File: src/rtl/flag_seq_pkg.sv
// Shared types, widths and step arithmetic for the flag selector control path.
package flag_seq_pkg;

  localparam int SEL_W = 7;

  typedef logic [1:0] btn_state_t;
  localparam btn_state_t IDLE   = 2'd0;
  localparam btn_state_t DELAY  = 2'd1;
  localparam btn_state_t REPEAT = 2'd2;

  typedef enum logic [1:0] {
    STEP_NONE,
    STEP_NEXT,
    STEP_PREV,
    STEP_LOAD
  } step_t;

  // Counter width for a modulo-n frame counter, never narrower than one bit.
  function automatic int cnt_w(input int n);
    return (n > 1) ? $clog2(n) : 1;
  endfunction

  function automatic logic [SEL_W-1:0] step_next(input logic [SEL_W-1:0] cur,
                                                 input logic [SEL_W-1:0] lim);
    return (cur >= lim) ? '0 : cur + 1'b1;
  endfunction

  function automatic logic [SEL_W-1:0] step_prev(input logic [SEL_W-1:0] cur,
                                                 input logic [SEL_W-1:0] lim);
    return ((cur == '0) || (cur > lim)) ? lim : cur - 1'b1;
  endfunction

endpackage

File: src/rtl/flag_btn_repeat.sv
// One push-button: 2-flop synchroniser, frame-sampled debounce and hold/auto-repeat FSM.
module flag_btn_repeat
  import flag_seq_pkg::*;
#(
  parameter int DEBOUNCE_FRAMES = 2,
  parameter int REPEAT_DELAY    = 30,
  parameter int REPEAT_RATE     = 8
) (
  input  logic       clk,
  input  logic       rst_n,
  input  logic       i_frame_tick,
  input  logic       i_btn,
  output logic       o_step_req,
  output logic       o_active,
  output btn_state_t o_state
);

  localparam int HOLD_MAX = (REPEAT_DELAY > REPEAT_RATE) ? REPEAT_DELAY : REPEAT_RATE;
  localparam int DB_W     = cnt_w(DEBOUNCE_FRAMES);
  localparam int HD_W     = cnt_w(HOLD_MAX);
  localparam logic [DB_W-1:0] DB_LAST  = DB_W'(DEBOUNCE_FRAMES - 1);
  localparam logic [HD_W-1:0] DLY_LAST = HD_W'(REPEAT_DELAY - 1);
  localparam logic [HD_W-1:0] RPT_LAST = HD_W'(REPEAT_RATE - 1);

  logic [1:0]      r_sync;
  logic            r_level;
  logic [DB_W-1:0] r_dcnt;
  btn_state_t      r_state;
  logic [HD_W-1:0] r_hold;

  logic            w_sample;
  logic            w_flip;
  logic            w_rise;
  logic            w_fall;
  btn_state_t      w_state_nxt;
  logic [HD_W-1:0] w_hold_nxt;
  logic            w_req;

  assign w_sample = r_sync[1];
  assign w_flip   = i_frame_tick && (w_sample != r_level) && (r_dcnt == DB_LAST);
  assign w_rise   = w_flip && !r_level;
  assign w_fall   = w_flip && r_level;

  always_ff @(posedge clk or negedge rst_n) begin
    if (!rst_n) begin
      r_sync  <= '0;
      r_level <= 1'b0;
      r_dcnt  <= '0;
    end else begin
      r_sync <= {r_sync[0], i_btn};
      if (i_frame_tick) begin
        if (w_sample == r_level) begin
          r_dcnt <= '0;
        end else if (r_dcnt == DB_LAST) begin
          r_level <= w_sample;
          r_dcnt  <= '0;
        end else begin
          r_dcnt <= r_dcnt + 1'b1;
        end
      end
    end
  end

  // A debounced release always wins over a repeat falling due on the same frame.
  always_comb begin
    w_state_nxt = r_state;
    w_hold_nxt  = r_hold;
    w_req       = 1'b0;
    if (i_frame_tick) begin
      if (w_fall) begin
        w_state_nxt = IDLE;
        w_hold_nxt  = '0;
      end else begin
        case (r_state)
          IDLE: begin
            if (w_rise) begin
              w_req       = 1'b1;
              w_hold_nxt  = '0;
              w_state_nxt = DELAY;
            end
          end
          DELAY: begin
            if (r_hold == DLY_LAST) begin
              w_req       = 1'b1;
              w_hold_nxt  = '0;
              w_state_nxt = REPEAT;
            end else begin
              w_hold_nxt = r_hold + 1'b1;
            end
          end
          REPEAT: begin
            if (r_hold == RPT_LAST) begin
              w_req      = 1'b1;
              w_hold_nxt = '0;
            end else begin
              w_hold_nxt = r_hold + 1'b1;
            end
          end
          default: begin
            w_state_nxt = IDLE;
            w_hold_nxt  = '0;
          end
        endcase
      end
    end
  end

  always_ff @(posedge clk or negedge rst_n) begin
    if (!rst_n) begin
      r_state <= IDLE;
      r_hold  <= '0;
    end else begin
      r_state <= w_state_nxt;
      r_hold  <= w_hold_nxt;
    end
  end

  assign o_step_req = w_req;
  assign o_active   = (r_state != IDLE);
  assign o_state    = r_state;

endmodule

File: src/rtl/flag_sequencer.sv
// Frame-synchronous flag selector: two repeating buttons, auto-cycle and direct load, wrapped at max.
module flag_sequencer
  import flag_seq_pkg::*;
#(
  parameter int DEBOUNCE_FRAMES = 2,
  parameter int REPEAT_DELAY    = 30,
  parameter int REPEAT_RATE     = 8,
  parameter int AUTO_FRAMES     = 300
) (
  input  logic             clk,
  input  logic             rst_n,
  input  logic             frame_tick,
  input  logic             btn_next,
  input  logic             btn_prev,
  input  logic             auto_en,
  input  logic             ld_en,
  input  logic [SEL_W-1:0] ld_value,
  input  logic [SEL_W-1:0] max,
  output logic [SEL_W-1:0] selector,
  output logic             changed
);

  localparam int AU_W = cnt_w(AUTO_FRAMES);
  localparam logic [AU_W-1:0] AUTO_LAST = AU_W'(AUTO_FRAMES - 1);

  logic [1:0]       r_auto_sync;
  logic [AU_W-1:0]  r_auto_cnt;
  logic [SEL_W-1:0] r_selector;
  logic             r_changed;

  logic             w_next_req;
  logic             w_prev_req;
  logic             w_next_active;
  logic             w_prev_active;
  btn_state_t       w_next_state;
  btn_state_t       w_prev_state;
  logic             w_any_active;
  logic             w_auto_fire;
  step_t            w_step;
  logic [SEL_W-1:0] w_sel_nxt;

  flag_btn_repeat #(
    .DEBOUNCE_FRAMES(DEBOUNCE_FRAMES),
    .REPEAT_DELAY   (REPEAT_DELAY),
    .REPEAT_RATE    (REPEAT_RATE)
  ) u_next (
    .clk         (clk),
    .rst_n       (rst_n),
    .i_frame_tick(frame_tick),
    .i_btn       (btn_next),
    .o_step_req  (w_next_req),
    .o_active    (w_next_active),
    .o_state     (w_next_state)
  );

  flag_btn_repeat #(
    .DEBOUNCE_FRAMES(DEBOUNCE_FRAMES),
    .REPEAT_DELAY   (REPEAT_DELAY),
    .REPEAT_RATE    (REPEAT_RATE)
  ) u_prev (
    .clk         (clk),
    .rst_n       (rst_n),
    .i_frame_tick(frame_tick),
    .i_btn       (btn_prev),
    .o_step_req  (w_prev_req),
    .o_active    (w_prev_active),
    .o_state     (w_prev_state)
  );

  assign w_any_active = w_next_active || w_prev_active;
  assign w_auto_fire  = frame_tick && r_auto_sync[1] && !w_any_active &&
                        (r_auto_cnt == AUTO_LAST);

  // ld_en is a level strobe held by the requester until it sees a frame_tick;
  // it is only acted on in the frame_tick cycle and then outranks every step.
  always_comb begin
    w_step = STEP_NONE;
    if (frame_tick) begin
      if (ld_en)                          w_step = STEP_LOAD;
      else if (w_next_req && w_prev_req)  w_step = STEP_NONE;
      else if (w_next_req)                w_step = STEP_NEXT;
      else if (w_prev_req)                w_step = STEP_PREV;
      else if (w_auto_fire)               w_step = STEP_NEXT;
    end
  end

  always_comb begin
    w_sel_nxt = r_selector;
    case (w_step)
      STEP_LOAD: w_sel_nxt = (ld_value > max) ? max : ld_value;
      STEP_NEXT: w_sel_nxt = step_next(r_selector, max);
      STEP_PREV: w_sel_nxt = step_prev(r_selector, max);
      default:   w_sel_nxt = r_selector;
    endcase
  end

  always_ff @(posedge clk or negedge rst_n) begin
    if (!rst_n) begin
      r_auto_sync <= '0;
      r_auto_cnt  <= '0;
    end else begin
      r_auto_sync <= {r_auto_sync[0], auto_en};
      if (frame_tick) begin
        if (!r_auto_sync[1] || w_any_active || (w_step != STEP_NONE) ||
            w_next_req || w_prev_req) begin
          r_auto_cnt <= '0;
        end else begin
          r_auto_cnt <= r_auto_cnt + 1'b1;
        end
      end
    end
  end

  always_ff @(posedge clk or negedge rst_n) begin
    if (!rst_n) begin
      r_selector <= '0;
      r_changed  <= 1'b0;
    end else begin
      r_selector <= w_sel_nxt;
      r_changed  <= (w_step != STEP_NONE) && (w_sel_nxt != r_selector);
    end
  end

  a_active_matches_state: assert property (@(posedge clk) disable iff (!rst_n)
    (w_next_active == (w_next_state != IDLE)) && (w_prev_active == (w_prev_state != IDLE)));

  assign selector = r_selector;
  assign changed  = r_changed;

endmodule

File: config.mk
export PLATFORM = sky130hd
export DESIGN_NAME = flag_sequencer
export DESIGN_NICKNAME = d
export VERILOG_FILES = /design/src/rtl/flag_seq_pkg.sv /design/src/rtl/flag_btn_repeat.sv /design/src/rtl/flag_sequencer.sv
export SDC_FILE = /design/constraint.sdc
export NUM_CORES = 1
export LEC_CHECK = 0
export BUFFER_PORTS_ARGS = -buffer_cell sky130_fd_sc_hd__buf_2
export CAP_MARGIN = 25
export CORE_MARGIN = 1
export CORE_UTILIZATION = 40
export CTS_CLUSTER_DIAMETER = 200
export CTS_CLUSTER_SIZE = 30
export DETAILED_ROUTE_END_ITERATION = 8
export GPL_TIMING_DRIVEN = 0
export PLACE_DENSITY = 0.61
export SETUP_SLACK_MARGIN = 0.3
export SKIP_LAST_GASP = 1
export SLEW_MARGIN = 20
export SYNTH_ARGS = -nofsm -noshare
export SYNTH_HDL_FRONTEND = slang
export SYNTH_SLANG_ARGS = --single-unit
File: constraint.sdc
create_clock -name clk -period 3.1 [get_ports clk]
set_clock_uncertainty 0.2 [all_clocks]
set_input_delay 0.31 -clock clk [delete_from_list [all_inputs] [get_ports clk]]
set_output_delay 0.31 -clock clk [all_outputs]
set_load 0.005 [all_outputs]
==> flow_summary.json <==
{
  "clock_sinks": 41,
  "antenna_cells": 0,
  "pre_cts_ws_ps": -328,
  "period_share_pct": 97.7,
  "synth_flop_cell": "dfrtp_1",
  "post-dp-hpwl_um": 5390,
  "grt_pass1_vias": 2708,
  "coreArea_mm2": 0.00733,
  "maxCapViolCount": 0,
  "io_pins": 29,
  "fmax_ghz": 0.330,
  "clock_path_buffers": 2,
  "final_cells": 513,
  "dp.cells": 483,
  "synth_area_per_cell_um2": 8.65,
  "die_area_mm2": 0.00805,
  "synthToLayoutAreaGrowth_pct": 27.4,
  "die_h_um": 89.7,
  "rr_endpoint": "changed",
  "fin_ws_ps": 72.7,
  "clkTransAtPathRegs_ps": 90,
  "final_common_cell": "nand2_1",
  "nNetsFinal": 463,
  "vias": 2838,
  "cp-start-kind": "register",
  "wl_per_cell_um": 14.5,
  "cts-htree-levels": 2,
  "r2r_setup_slack_ps": 70,
  "final_area_mm2": 0.00392,
  "antenna_found_initial": 0,
  "cp_max_fo": 5,
  "finalWirelength_um": 7420,
  "syn-cell-area_mm2": 0.00308,
  "power_density_mw_per_mm2": 611,
  "synthArstFlopShare_pct": 100,
  "rows": 31,
  "worstMarginPinSlew_ps": 543,
  "rsz0062_at_grt": "yes",
  "final_cell_mix": "nand2_1, dfrtp_1, buf_2",
  "critPathKind": "reg2reg",
  "postRouteAntennaNets": 0,
  "port_buffers": 28,
  "irDropWorstVdd_mv": 0.362,
  "layout_min_cycle_time_ps": 3030,
  "end_kind": "register",
  "die_w_um": 89.7,
  "placed_area_mm2": 0.00341,
  "synthDominantCellAreaShare_pct": 33.3,
  "synth_area_leaders": "dfrtp_1, ha_1, nand2_1",
  "drv_slew": 0,
  "drive_gt1_share_pct": 27.1,
  "max-slew-margin-rel_pct": 63.5,
  "numCtsBuffers": 5,
  "hold_path_class": "reg2reg",
  "total_power_mw": 2.40,
  "finalSetupViolCount": 0,
  "cts_tree": "built",
  "final_util_pct": 53.5,
  "clk_latency_ps": 300,
  "drc": 0,
  "synth.net_count": 406,
  "synth_seq_cells": 41,
  "place_congestion": 0.912,
  "synth.distinct_cells": 63,
  "drt-initial-drc-count": 110,
  "worstPathRequired_ps": 3090,
  "hold_depth": 0,
  "synth_top_area_cell": "dfrtp_1",
  "grt_start_max_net_pins": 42,
  "hold_path.startpoint": "u_prev.r_sync[0]",
  "firstDrtPassIters": 4,
  "root_buffer": "clkbuf_8",
  "initial_core_util_pct": 42.0,
  "r2r_cells": 10,
  "synth_edf_count": 0,
  "arrival_ps": 3020,
  "grt_pass1_wl_um": 12400,
  "hold_violations": 0,
  "viasPerCell": 5.53,
  "grt_use_total_pct": 18.8,
  "whs_endpoint": "u_prev.r_sync[1]",
  "status": "finished, final reports clean",
  "synth_seq_area_share_pct": 33.3,
  "leakagePower_nw": 1.70,
  "r2r_start": "selector[0]",
  "yosys_warnings": 0,
  "grt_overflow": 0,
  "syn_inst": 356
}
final cells by class:
type,count,area (µm²)
Multi-Input combinational cell,282,2190
Clock buffer,5,68.8
Sequential cell,41,1030
Fill cell,661,3410
Clock inverter,3,46.3
Timing Repair Buffer,50,328
Tap cell,99,124
Inverter,24,90.1
Buffer,9,45.0
cell usage after synthesis, drive strengths merged, types with 6 or more instances:
cell and n:
ha 29, inv 24, mux2 7, nor3 8, nand4 6, clkbuf 7
a21oi 12, dfrtp 41, nor2 26, a31oi 6, nand3 20, xor2 7
mux2i 7, nand2 39, o31ai 6, o21ai 27
routing by layer:
layer / vias up / track usage [%] / wire, µm
met1: 1341 / 24.2 / 3570
li1: 1428 / - / -
met3: 8 / 3.98 / 308
met5: - / 0 / 0
met2: 61 / 31.5 / 3440
met4: 0 / 5.60 / 101
cells by family after synthesis:
logic type / synth area share, %
AOI/OAI and AO/OA: 20.2
xor gates and xnor gates: 3.13
DFF: 33.3
buffers and inverters: 4.10
and+or+nand+nor: 22.6
muxes: 4.84
adders and majority gates: 11.8
worst max-delay path by stage:
stage | endpoint | cells past startpoint | slack (ps) | from
final | changed | 10 | 70 | selector[0]
after global placement | changed | 9 | -360 | selector[6]
after floorplan | r_auto_cnt[3] | 11 | 100 | u_prev.o_state[1]
after global routing | changed | 12 | -50 | max[4]
after detailed placement | changed | 9 | -330 | selector[6]
after CTS | r_auto_cnt[3] | 11 | 90 | u_prev.r_hold[1]
power by group:
group / total, mW / switching (mW) / leakage, nW / internal, mW
clock network: 0.448 / 0.206 / 0.0543 / 0.241
registers: 0.763 / 0.117 / 0.526 / 0.646
logic: 1.19 / 0.654 / 1.12 / 0.534
total: 2.40 / 0.977 / 1.70 / 1.42
repair_timing:
item                                    in CTS  in global routing
pin swaps                                    9                  6
resized for setup                           29                 19
endpoints found under the hold margin       44                  0
endpoints found under the setup margin      14                 13
setup buffers                               14                  3
hold buffers                                 4                  0
stage by stage:
step | setup TNS (ps) | hold WS, ps
global placement | -526 | 135
finish | 0 | 154
floorplan | 0 | -186
detailed placement | -533 | 136
CTS | 0 | 139
global route | -90.8 | 160
critical path, cell delays in order, from the launching register on:
cell and delay (ps):
dfrtp_2 420, inv_2 110, ha_4 150, or3b_4 400, or4_4 520, nand2_4 110, o21ai_0 100, a221oi_2 320
a2bb2oi_1 180, nand2_1 100, o31a_1 320
registers in the layout, summed over array words and instances (netlist names):
| signal | flops |
|---|---|
| r_auto_cnt | 9 |
| selector | 7 |
| u_next.r_hold | 5 |
| u_prev.r_hold | 5 |
| r_auto_sync | 2 |
| u_next.o_state | 2 |
| u_next.r_sync | 2 |
| u_prev.o_state | 2 |
| u_prev.r_sync | 2 |
| changed | 1 |
| u_next.r_dcnt | 1 |
| u_next.r_level | 1 |
| u_prev.r_dcnt | 1 |
| u_prev.r_level | 1 |
(Power assumes the default switching activity.)
